## src/rtl/mem_pkg.sv

```systemverilog
// Packet-memory geometry shared across the switch datapath.
package mem_pkg;
  localparam int ADDR_W = 10;
endpackage

```

## src/rtl/switch_pkg.sv

```systemverilog
// Switch-wide sizing and shared egress-side types.
package switch_pkg;
  localparam int NUM_PORTS = 4;
  localparam int PORT_W    = $clog2(NUM_PORTS);

  typedef enum logic [1:0] {
    IDLE,
    OFFER,
    WAIT_TX
  } egress_sched_state_t;
endpackage

```

## src/rtl/egress_scheduler_rr_arbiter.sv

```systemverilog
// Combinational round-robin arbiter: first set request at or above rr_ptr, wrapping.
module rr_arbiter #(
  parameter  int NUM_PORTS = 4,
  localparam int PW        = $clog2(NUM_PORTS)
) (
  input  logic [NUM_PORTS-1:0] req,
  input  logic [PW-1:0]        rr_ptr,
  output logic [PW-1:0]        grant_idx,
  output logic                 grant_valid
);

  logic [PW-1:0] w_idx;

  // Explicit wrap compare keeps non-power-of-2 port counts correct.
  always_comb begin
    grant_idx   = '0;
    grant_valid = 1'b0;
    w_idx       = rr_ptr;
    for (int k = 0; k < NUM_PORTS; k++) begin
      if (!grant_valid && req[w_idx]) begin
        grant_idx   = w_idx;
        grant_valid = 1'b1;
      end
      w_idx = (w_idx == PW'(NUM_PORTS - 1)) ? '0 : w_idx + PW'(1);
    end
  end

endmodule

```

## src/rtl/egress_scheduler.sv

```systemverilog
// Per-egress-port VOQ scheduler: round-robin grant, pop strobe, offer handshake,
// and hold-off until the reader signals frame completion.
module egress_scheduler
  import switch_pkg::*;
#(
  parameter  int NUM_PORTS = switch_pkg::NUM_PORTS,
  parameter  int ADDR_W    = mem_pkg::ADDR_W,
  parameter  int CNT_W     = 32,
  localparam int PW        = $clog2(NUM_PORTS)
) (
  input  logic                 clk,
  input  logic                 rst_n,
  input  logic [NUM_PORTS-1:0] voq_not_empty_i,
  input  logic [ADDR_W-1:0]    voq_head_ptrs_i [NUM_PORTS-1:0],
  output logic [NUM_PORTS-1:0] voq_pop_o,
  output logic                 tx_valid_o,
  input  logic                 tx_ready_i,
  output logic [ADDR_W-1:0]    tx_start_ptr_o,
  output logic [PW-1:0]        tx_src_port_o,
  input  logic                 tx_done_i,
  output logic                 busy_o,
  output logic [CNT_W-1:0]     frames_sent_o
);

  egress_sched_state_t r_state, w_next;

  logic [PW-1:0]        r_rr_ptr;
  logic [NUM_PORTS-1:0] r_pop;
  logic                 r_valid;
  logic [ADDR_W-1:0]    r_start;
  logic [PW-1:0]        r_src;
  logic                 r_busy;
  logic [CNT_W-1:0]     r_cnt;

  logic [PW-1:0]        w_gidx;
  logic                 w_gvalid;

  rr_arbiter #(.NUM_PORTS(NUM_PORTS)) u_arb (
    .req         (voq_not_empty_i),
    .rr_ptr      (r_rr_ptr),
    .grant_idx   (w_gidx),
    .grant_valid (w_gvalid)
  );

  always_comb begin
    w_next = r_state;
    case (r_state)
      IDLE:    if (w_gvalid)   w_next = OFFER;
      OFFER:   if (tx_ready_i) w_next = WAIT_TX;
      WAIT_TX: if (tx_done_i)  w_next = IDLE;
      default:                 w_next = IDLE;
    endcase
  end

  always_ff @(posedge clk or negedge rst_n) begin
    if (!rst_n) begin
      r_state <= IDLE;
      r_busy  <= 1'b0;
    end else begin
      r_state <= w_next;
      r_busy  <= (w_next != IDLE);
    end
  end

  // The pop strobe defaults low so it is high only in the first OFFER cycle.
  always_ff @(posedge clk or negedge rst_n) begin
    if (!rst_n) begin
      r_rr_ptr <= '0;
      r_pop    <= '0;
      r_valid  <= 1'b0;
      r_start  <= '0;
      r_src    <= '0;
      r_cnt    <= '0;
    end else begin
      r_pop <= '0;
      case (r_state)
        IDLE: begin
          if (w_gvalid) begin
            r_start <= voq_head_ptrs_i[w_gidx];
            r_src   <= w_gidx;
            r_pop   <= NUM_PORTS'(1) << w_gidx;
            r_valid <= 1'b1;
          end
        end
        OFFER: begin
          if (tx_ready_i) r_valid <= 1'b0;
        end
        WAIT_TX: begin
          if (tx_done_i) begin
            r_cnt    <= r_cnt + CNT_W'(1);
            r_rr_ptr <= (r_src == PW'(NUM_PORTS - 1)) ? '0 : r_src + PW'(1);
          end
        end
        default: r_valid <= 1'b0;
      endcase
    end
  end

  assign voq_pop_o      = r_pop;
  assign tx_valid_o     = r_valid;
  assign tx_start_ptr_o = r_start;
  assign tx_src_port_o  = r_src;
  assign busy_o         = r_busy;
  assign frames_sent_o  = r_cnt;

endmodule
```

## config.mk

```make
export PLATFORM = sky130hd
export DESIGN_NAME = egress_scheduler
export DESIGN_NICKNAME = d
export VERILOG_FILES = /design/src/rtl/mem_pkg.sv /design/src/rtl/switch_pkg.sv /design/src/rtl/egress_scheduler_rr_arbiter.sv /design/src/rtl/egress_scheduler.sv
export SDC_FILE = /design/constraint.sdc
export NUM_CORES = 1
export LEC_CHECK = 0
export ABC_AREA = 0
export BUFFER_PORTS_ARGS = -buffer_cell sky130_fd_sc_hd__buf_2
export CORE_UTILIZATION = 30
export DETAILED_ROUTE_END_ITERATION = 8
export GPL_ROUTABILITY_DRIVEN = 1
export PLACE_DENSITY = 0.54
export SYNTH_ARGS = -nofsm -noshare
export SYNTH_HDL_FRONTEND = slang
export SYNTH_SLANG_ARGS = --single-unit
```

## constraint.sdc

```tcl
create_clock -name clk -period 3.4 [get_ports clk]
set_input_delay 0.34 -clock clk [delete_from_list [all_inputs] [get_ports clk]]
set_output_delay 0.34 -clock clk [all_outputs]
set_load 0.01 [all_outputs]
```

==> flow_metrics.tcl, run 1 <==
set metrics [dict create \
    run_status "finished, violations left" \
    failed_checks "DRC" \
    num_antenna_cells 0 \
    die_h_um 98.1 \
    cts_buffer_depth 2 \
    wirelength_um 6360 \
    drtAntennaViolNets 0 \
    drt-pass1-iter-count 6 \
    skew_ns 0.00573 \
    grt_max_degree 30 \
    design.core.area_um2 8850 \
    critPathLaunchType "flop" \
    cts_buffers 5 \
    drive_gt1_share_pct 33.5 \
    finalSetupTns_ns 0 \
    wl_per_cell_um 13.9 \
    hold_violations 0 \
    r2r_setup_slack_ns 0.58 \
    leakage_uw 0.00179 \
    required_ns 3.56 \
    slew_viol_final 0 \
    gp_congestion 0.780 \
    final_cell_mix "buf_2 (97), dfrtp_1 (54), nand2_1 (34), mux2i_1 (22), xnor2_1 (22)" \
    viasPerCell 4.76 \
    fillers 895 \
    synthesis.instances 252 \
    start_util_pct 31.3 \
    ctsResizeCount 0 \
    p_int_uw 1580 \
    layout_commonest_cell "buf_2" \
    track_usage_pct 13.4 \
    end_kind "flop" \
    hpwl_um 4710 \
    syn_area_um2 2770 \
    io_pins 98 \
    worstReg2RegStart "r_rr_ptr[1]" \
    clock_latency_ns 0.30 \
    layout.nets 400 \
    max_freq_ghz 0.355 \
    seqCellArea_um2 1350 \
    dieArea_um2 9620 \
    finalNonFillerCells 457 \
    r2r_cells 8 \
    period_needed_ns 2.82 \
    r2r_end "tx_start_ptr_o[1]" \
    synth_area_leaders "dfrtp_1 (49%), mux2i_1 (8.0%), xnor2_1 (7.0%)" \
    dp_cells 450 \
    multiInputGateArea_um2 1330 \
    die_x_um 98.1 \
    synth_edf_count 0 \
    yosysTopAreaCellShare_pct 48.8 \
    hold_class "primary input to async pin" \
    antenna_found_initial 0 \
    area_growth_syn_to_layout_pct 25.3 \
    drt_iter0_markers 71 \
    syn_nets 303 \
    cts_htree_levels 2 \
    sequentialPowerShare_pct 34.9 \
    route.vias.total 2176 \
    pwr-share-comb_pct 48.0 \
    tightest_slew_ns 0.831 \
    synthArstFlopShare_pct 100 \
    worstPathArrival_ns 2.98 \
    period_share_pct 82.9 \
    pwr-share-clk_pct 17.2 \
    synth_top_area_cell "dfrtp_1" \
    seq_area_frac_synth_pct 48.8 \
    slew_headroom_pct 44.6 \
    peakVddDrop_mv 0.232 \
    power_density_nw_per_um2 739 \
    grt_pass1_wl_um 10400 \
    path_max_fanout 13 \
    io_buffers 97 \
    tritoncts "built" \
    synth_warnings 0 \
    first_global_vias 2101 \
    synth_seq_cells 54 \
    clock_sinks 54 \
    synth_flop_cell "dfrtp_1" \
    clk_pin_slew_ns 0.10 \
    setup_viol 0 \
    swShare_pct 38.4 \
    max_cap_viol_count 0 \
    detail_route.drc_violations 10 \
    rsz0062_at_grt "no" \
    post-cts-setup-buffer-count 0 \
    synth_cell_types 42 \
    crit_type "flop to flop" \
    postCtsHoldBufs 0 \
    synth.avg_cell_area_um2 11.0 \
    switchingPower_uw 983 \
    rows 34 \
    cts_root_buf "clkbuf_8" \
    overflow 0 \
]
==> per-layer routing <==
metal	vias to the layer above	global-route usage, %	routed length, µm
met5	-	0	0
li1	1078	-	-
met2	73	22.6	2980
met1	1021	17.3	2930
met4	0	3.26	50
met3	4	3.15	398
==> cells by family (layout without fill, tap and decap cells) <==
kind of cell	after synthesis	in the layout	synth area share (%)
fa+ha+maj	3	3	1.36
buf+inv	17	114	3.52
mux	27	27	11.2
compound gates	33	33	9.22
xor+xnor	31	31	9.81
simple gates	87	87	16.1
flops	54	54	48.8
==> metrics by stage <==
step           instance area [µm²]  util, %  total power [µW]  hold WS [ns]  setup WS, ns
2_1_floorplan                 2770        -              1840        0.0444          1.08
3_3_place_gp                  3360     37.9              2130         0.402         0.655
3_5_place_dp                  3360     37.9              2160         0.393         0.565
4_1_cts                       3470     39.2              2610        0.0552         0.547
5_1_grt                       3470     39.2              2760        0.0694         0.363
6_report                      3470     39.2              2560        0.0312         0.582
==> worst max path at each step <==
stage / start / end / slack [ns] / cells past startpoint
2_1_floorplan: r_rr_ptr[0] / tx_start_ptr_o[0] / 1.08 / 8
3_3_place_gp: r_rr_ptr[0] / tx_start_ptr_o[8] / 0.66 / 7
3_5_place_dp: r_rr_ptr[1] / tx_start_ptr_o[6] / 0.57 / 8
4_1_cts: r_rr_ptr[1] / tx_start_ptr_o[5] / 0.55 / 8
5_1_grt: r_rr_ptr[1] / tx_start_ptr_o[1] / 0.36 / 8
6_report: r_rr_ptr[1] / tx_start_ptr_o[1] / 0.58 / 8
==> critical path, cell delays in order (launching register included) <==
cell      delay [ns]
dfrtp_1         0.41
ha_1            0.43
nand2b_1        0.14
a21o_1          0.13
nand3_1         0.12
a221oi_4        0.74
buf_4           0.35
mux2i_1         0.23
o221ai_1        0.13
==> cell usage after synthesis, drive strengths merged (2+ instances only) <==
library cell and n:
dfrtp 54, nand2 34, mux2i 23, xnor2 22
nor2 13, o221ai 10, and3 9, xor2 9
buf 8, nand3 7, inv 6, nand4 5
and2 4, nor2b 4, o21ai 4, a21oi 3
and4 3, clkbuf 3, ha 3, nand2b 3
o21a 3, a211o 2, mux2 2, mux4 2
o211ai 2, o22ai 2
==> final cells by class <==
type | count | share of cell area, %
Timing Repair Buffer | 101 | 14.9
Clock inverter | 1 | 0.866
Sequential cell | 54 | 39.0
Clock buffer | 6 | 2.38
Inverter | 6 | 0.649
Multi-Input combinational cell | 181 | 38.4
Tap cell | 108 | 3.90
==> registers in the layout, indices dropped and copies added, names as in the netlist <==
signal          cells
frames_sent_o      32
tx_start_ptr_o     10
voq_pop_o           4
r_rr_ptr            2
r_state             2
tx_src_port_o       2
busy_o              1
tx_valid_o          1
==> power by group through the flow <==
stage                     combinational (µW)  sequential (µW)  clock [µW]
after floorplan                          889              947           0
after global placement                  1230              907           0
after detailed placement                1250              908           0
after CTS                               1260              895         459
after global routing                    1360              913         481
final                                   1230              893         440
No activity file was read; power rests on OpenSTA's default activity.
==> run 2, diff against run 1 <==
ABC_AREA = 1   (was 0)
clock period = 2.4 ns   (was 3.4 ns; I/O delays follow)
==> run 2 against run 1 <==
The run now ends clean; maximum frequency is 27% higher; die area rose by 16%; clock-buffer cell count increased by 1; clock skew is 0.0031 ns higher; worst hold slack worse by 0.0078 ns; routed wire length increased by 15%; clock power up 16%; via count up 30%; critical path depth rose by 6; largest power group unchanged.
==> flow_metrics.tcl, run 2 <==
set metrics [dict create \
    run_status "finished clean" \
    dpl_worst_slack_ns 0.134 \
    rows 37 \
    cts_htree_levels 2 \
    start_util_pct 31.1 \
    path_max_fanout 16 \
    syn_area_um2 3220 \
    yosysTopAreaCellShare_pct 42.0 \
    overflow 0 \
    synth_area_leaders "dfrtp_1 (42%), nand2_1 (12%), nand3_1 (8.7%)" \
    required_ns 2.58 \
    first_global_vias 2750 \
    drtAntennaViolNets 0 \
    cts_root_buf "clkbuf_8" \
    critPathLaunchType "flop" \
    synth_cell_types 38 \
    synth_seq_cells 54 \
    clock_sinks 54 \
    dieArea_um2 11200 \
    antenna_found_initial 0 \
    die_h_um 106 \
    layout_commonest_cell "nand2_1" \
    slew_headroom_pct 45.5 \
    tritoncts "built" \
    cts_buffers 5 \
    synth_most_common_cell "nand2_1" \
    synthesis.instances 404 \
    critPathLaunch "r_rr_ptr[1]" \
    synth.avg_cell_area_um2 7.97 \
    seq_area_frac_synth_pct 42.0 \
    setup_ws_ns 0.185 \
    track_usage_pct 13.6 \
    viasPerCell 4.38 \
    ctsResizeCount 0 \
    synth_warnings 0 \
    design.core.area_um2 10400 \
    cts_buffer_depth 2 \
    end_kind "flop" \
    crit_type "flop to flop" \
    fillers 1098 \
    final_cell_mix "nand2_1 (105), buf_2 (97), inv_1 (65), nand3_1 (56), dfrtp_1 (54)" \
    io_pins 98 \
    max_freq_ghz 0.451 \
    peakVddDrop_mv 0.449 \
    synth_edf_count 0 \
    layout.nets 559 \
    largest_reg_flops 32 \
    synthArstFlopShare_pct 100 \
    worstPathArrival_ns 2.40 \
    post-cts-setup-buffer-count 0 \
    clk_pin_slew_ns 0.10 \
    grt_max_degree 37 \
    hold_class "primary input to async pin" \
    die_x_um 106 \
    synth_top_area_cell "dfrtp_1" \
    tightest_slew_ns 0.817 \
    drt_iter0_markers 73 \
    worstReg2RegStart "r_rr_ptr[1]" \
    clock_latency_ns 0.30 \
    period_share_pct 92.3 \
    synth_flop_cell "dfrtp_1" \
    finalSetupTns_ns 0 \
    wirelength_um 7300 \
    drt-pass1-iter-count 4 \
    hpwl_um 5840 \
    slew_viol_final 0 \
    skew_ns 0.00885 \
    max_cap_viol_count 0 \
    rsz0062_at_grt "no" \
    postCtsHoldBufs 0 \
    syn_nets 455 \
    wl_per_cell_um 11.3 \
    io_buffers 97 \
    dp_cells 637 \
    grt_pass1_wl_um 12600 \
    route.vias.total 2826 \
    setup_viol 0 \
    area_growth_syn_to_layout_pct 23.2 \
    num_antenna_cells 0 \
    power_density_nw_per_um2 1190 \
    hold_violations 0 \
    period_needed_ns 2.22 \
    detail_route.drc_violations 0 \
    leakage_uw 0.00225 \
    gp_congestion 0.831 \
    whs_ns 0.0235 \
    finalNonFillerCells 645 \
    drive_gt1_share_pct 30.1 \
    synthTopCellsByCount "nand2_1 (105), inv_1 (65), nand3_1 (56)" \
]
[run 2: cell type report]
type                       instances  area, µm²  share of cell area [%]
clock inverter                     1       5.00                   0.126
timing repair buffer             100        508                    12.8
tap                              136        170                    4.29
sequential                        54       1350                    34.0
clock buffer                       7       86.3                    2.18
multi-input combinational        275       1570                    39.5
inverter                          72        282                    7.09
[run 2: stage by stage]
step                      util, %  power, µW  area [µm²]
after floorplan                 -       3640        3220
after global placement       37.3       4190        3860
after detailed placement     37.3       4210        3860
after CTS                    38.2       4750        3960
after global routing         38.3       5210        3970
final                        38.3       4720        3970
[run 2: per-layer routing]
layer / track usage [%] / share of wire, % / up-vias
met3: 2.10 / 3.4 / 4
li1: - / - / 1466
met2: 23.1 / 48 / 59
met1: 18.3 / 48 / 1297
met5: 0 / 0 / -
met4: 3.08 / 0.93 / 0
[run 2: worst max-delay path: stages (launching register included)]
cell and delay, ns:
dfrtp_1 0.43, ha_4 0.19, nor2_4 0.21, nand2_1 0.11
nand3_1 0.11, nand2_2 0.07, nor2_4 0.12, nand2_2 0.10
or2_4 0.26, nand2_8 0.13, inv_4 0.07, nand2_2 0.08
inv_2 0.07, nand3_1 0.09, nand3_2 0.06
[run 2: final timing paths]
check                               endpoint  slack (ns)  cells after the start
max in group asynchronous  frames_sent_o[22]        1.71                      2
setup reg to reg           tx_start_ptr_o[6]        0.18                     14
hold reg to reg            frames_sent_o[31]        0.48                      1
setup / recovery           tx_start_ptr_o[6]        0.18                     14
hold / removal             frames_sent_o[15]        0.02                      1
min in group clk                  r_state[0]        0.16                      2
[run 2: kinds of logic (layout without fill, tap and decap cells)]
logic type	Yosys count	in the layout	share of synthesized area, %
xor gates and xnor gates	31	31	8.43
buffers and inverters	75	180	9.79
AOI/OAI and AO/OA	11	11	2.84
DFF	54	54	42.0
and+or+nand+nor	230	230	35.8
adders and majority gates	3	3	1.17
[run 2: power breakdown]
part	internal (µW)	leakage [µW]	switching, µW	total [µW]
combinational	1000	0.00149	1930	2940
sequential	1120	0.000716	151	1270
clock	234	0.0000482	279	512
==> run 3, diff against run 2 <==
RECOVER_POWER = 25   (was unset)
==> run 3 against run 2 <==
Clock power about the same; cell count unchanged; sequential power about the same; the flow now finishes with violations (capacitance limit, slew limit); die area unchanged; clock skew about the same; largest cell class unchanged; largest power group unchanged; clock-buffer cell count unchanged; highest routed layer unchanged; global-route usage unchanged.
==> flow_metrics.tcl, run 3 (synthesis results as in run 2) <==
set metrics [dict create \
    detail_route.drc_violations 0 \
    die_x_um 106 \
    crit_top_cell "nand2_2" \
    cp_top_family "simple AND/OR/NAND/NOR gates" \
    route.vias.total 2827 \
    required_ns 2.58 \
    io_pins 98 \
    worstPathArrival_ns 2.39 \
    crit_type "flop to flop" \
    io_buffers 97 \
    largest_reg_flops 32 \
    failed_checks "capacitance limit, slew limit" \
    postCtsHoldBufs 0 \
    fillers 1098 \
    final_cell_mix "nand2_1 (105), buf_2 (96), inv_1 (65), nand3_1 (56), dfrtp_1 (54)" \
    hold_start "tx_ready_i" \
    finalSetupTns_ns 0 \
    tritoncts "built" \
    crit_chain "ha_4 -> nor2_4 -> nand2_1 -> nand3_1 -> nand2_2 -> nor2_4 -> nand2_2 -> or2_4 -> nand2_8 -> inv_4 -> nand2_2 -> inv_2 -> nand3_1 -> nand3_2" \
    hold_violations 0 \
    cts_root_buf "clkbuf_8" \
    setup_ws_ns 0.186 \
    hold_class "primary input to flop" \
    first_global_vias 2750 \
    end_kind "flop" \
    drive_gt1_share_pct 29.7 \
    skew_ns 0.00896 \
    critPathLaunchType "flop" \
    wirelength_um 7330 \
    cp_num_buf_inv 2 \
    multiInputGateArea_um2 1570 \
    grt_max_degree 37 \
    cts_htree_levels 2 \
    gp_congestion 0.831 \
    drt-pass1-iter-count 4 \
    viasPerCell 4.38 \
    slew_viol_final 37 \
    drt_iter0_markers 67 \
    area_growth_syn_to_layout_pct 23.1 \
    antenna_found_initial 0 \
    drtAntennaViolNets 0 \
    die_h_um 106 \
    clock_sinks 54 \
    clock_latency_ns 0.30 \
    peakVddDrop_mv 0.450 \
    track_usage_pct 13.6 \
    worstReg2RegStart "r_rr_ptr[1]" \
    seqCellArea_um2 1350 \
    cts_buffer_depth 2 \
    grt_pass1_wl_um 12600 \
    min_to "r_state[0]" \
    start_util_pct 31.1 \
    dpl_worst_slack_ns 0.134 \
    ctsResizeCount 0 \
    leakage_uw 0.00225 \
    setup_viol 0 \
    rows 37 \
    hpwl_um 5840 \
    design.core.area_um2 10400 \
    dieArea_um2 11200 \
    rsz0062_at_grt "no" \
    tightest_slew_ns 1.95 \
    wl_per_cell_um 11.4 \
    run_status "finished, violations left" \
    cp_slowest_cell "dfrtp_1" \
    num_antenna_cells 0 \
    r2r_cells 14 \
    post-cts-setup-buffer-count 0 \
    path_max_fanout 16 \
    max_freq_ghz 0.452 \
    period_needed_ns 2.21 \
    power_density_nw_per_um2 1190 \
    slowest_delay_ns 0.43 \
    clk_pin_slew_ns 0.09 \
    hold_depth 2 \
    max_cap_viol_count 1 \
    period_share_pct 92.2 \
    r2r_setup_slack_ns 0.19 \
    overflow 0 \
    r2r_end "tx_start_ptr_o[6]" \
    layout.nets 559 \
    slew_headroom_pct -30.3 \
    layout_commonest_cell "nand2_1" \
    cts_buffers 5 \
]
## run 3: layer usage
metal | up-vias | track usage (%) | routed length [µm]
met5 | - | 0 | 0
met4 | 0 | 3.08 | 68
met3 | 4 | 2.10 | 281
met2 | 69 | 23.1 | 3480
met1 | 1288 | 18.3 | 3500
li1 | 1466 | - | -
## run 3: stage by stage
stage / power [µW] / instances / utilization (%) / instance area [µm²] / hold WS (ns)
after detailed placement: 4210 / 637 / 37.3 / 3860 / 0.392
after global placement: 4190 / 637 / 37.3 / 3860 / 0.381
after floorplan: 3640 / 404 / - / 3220 / -0.0556
after CTS: 4750 / 645 / 38.2 / 3960 / 0.0554
after global routing: 5210 / 645 / 38.2 / 3960 / 0.133
final: 4730 / 645 / 38.2 / 3960 / 0.153
## run 3: worst register-to-register path, delay by kind of cell (launching register included)
family,cells,cell delay [ns]
AND/OR/NAND/NOR,11,1.34
buffers and inverters,2,0.14
flip-flops,1,0.43
adder cells (fa/ha/maj),1,0.19
## run 3: layout make-up
type | count | area share, %
Multi-Input combinational cell | 275 | 39.5
Tap cell | 136 | 4.29
Clock buffer | 7 | 2.18
Timing Repair Buffer | 100 | 12.7
Inverter | 72 | 7.10
Sequential cell | 54 | 34.1
Clock inverter | 1 | 0.126
## run 3: worst max-delay path by stage
stage                start                end  slack, ns  cells past startpoint
4_1_cts        r_rr_ptr[1]  tx_start_ptr_o[6]       0.11                     14
3_5_place_dp   r_rr_ptr[1]  tx_start_ptr_o[6]       0.13                     14
3_3_place_gp   r_rr_ptr[0]  tx_start_ptr_o[6]       0.19                     14
5_1_grt        r_rr_ptr[1]  tx_start_ptr_o[1]       0.04                     15
6_report       r_rr_ptr[1]  tx_start_ptr_o[6]       0.19                     14
2_1_floorplan  r_rr_ptr[0]  tx_start_ptr_o[6]       0.27                     14
## run 3: power by group
group	total [µW]	leakage [µW]	switching [µW]	internal [µW]
registers	1280	0.000716	152	1120
clock network	514	0.0000482	280	234
logic	2940	0.00148	1940	1000
total	4730	0.00225	2370	2360
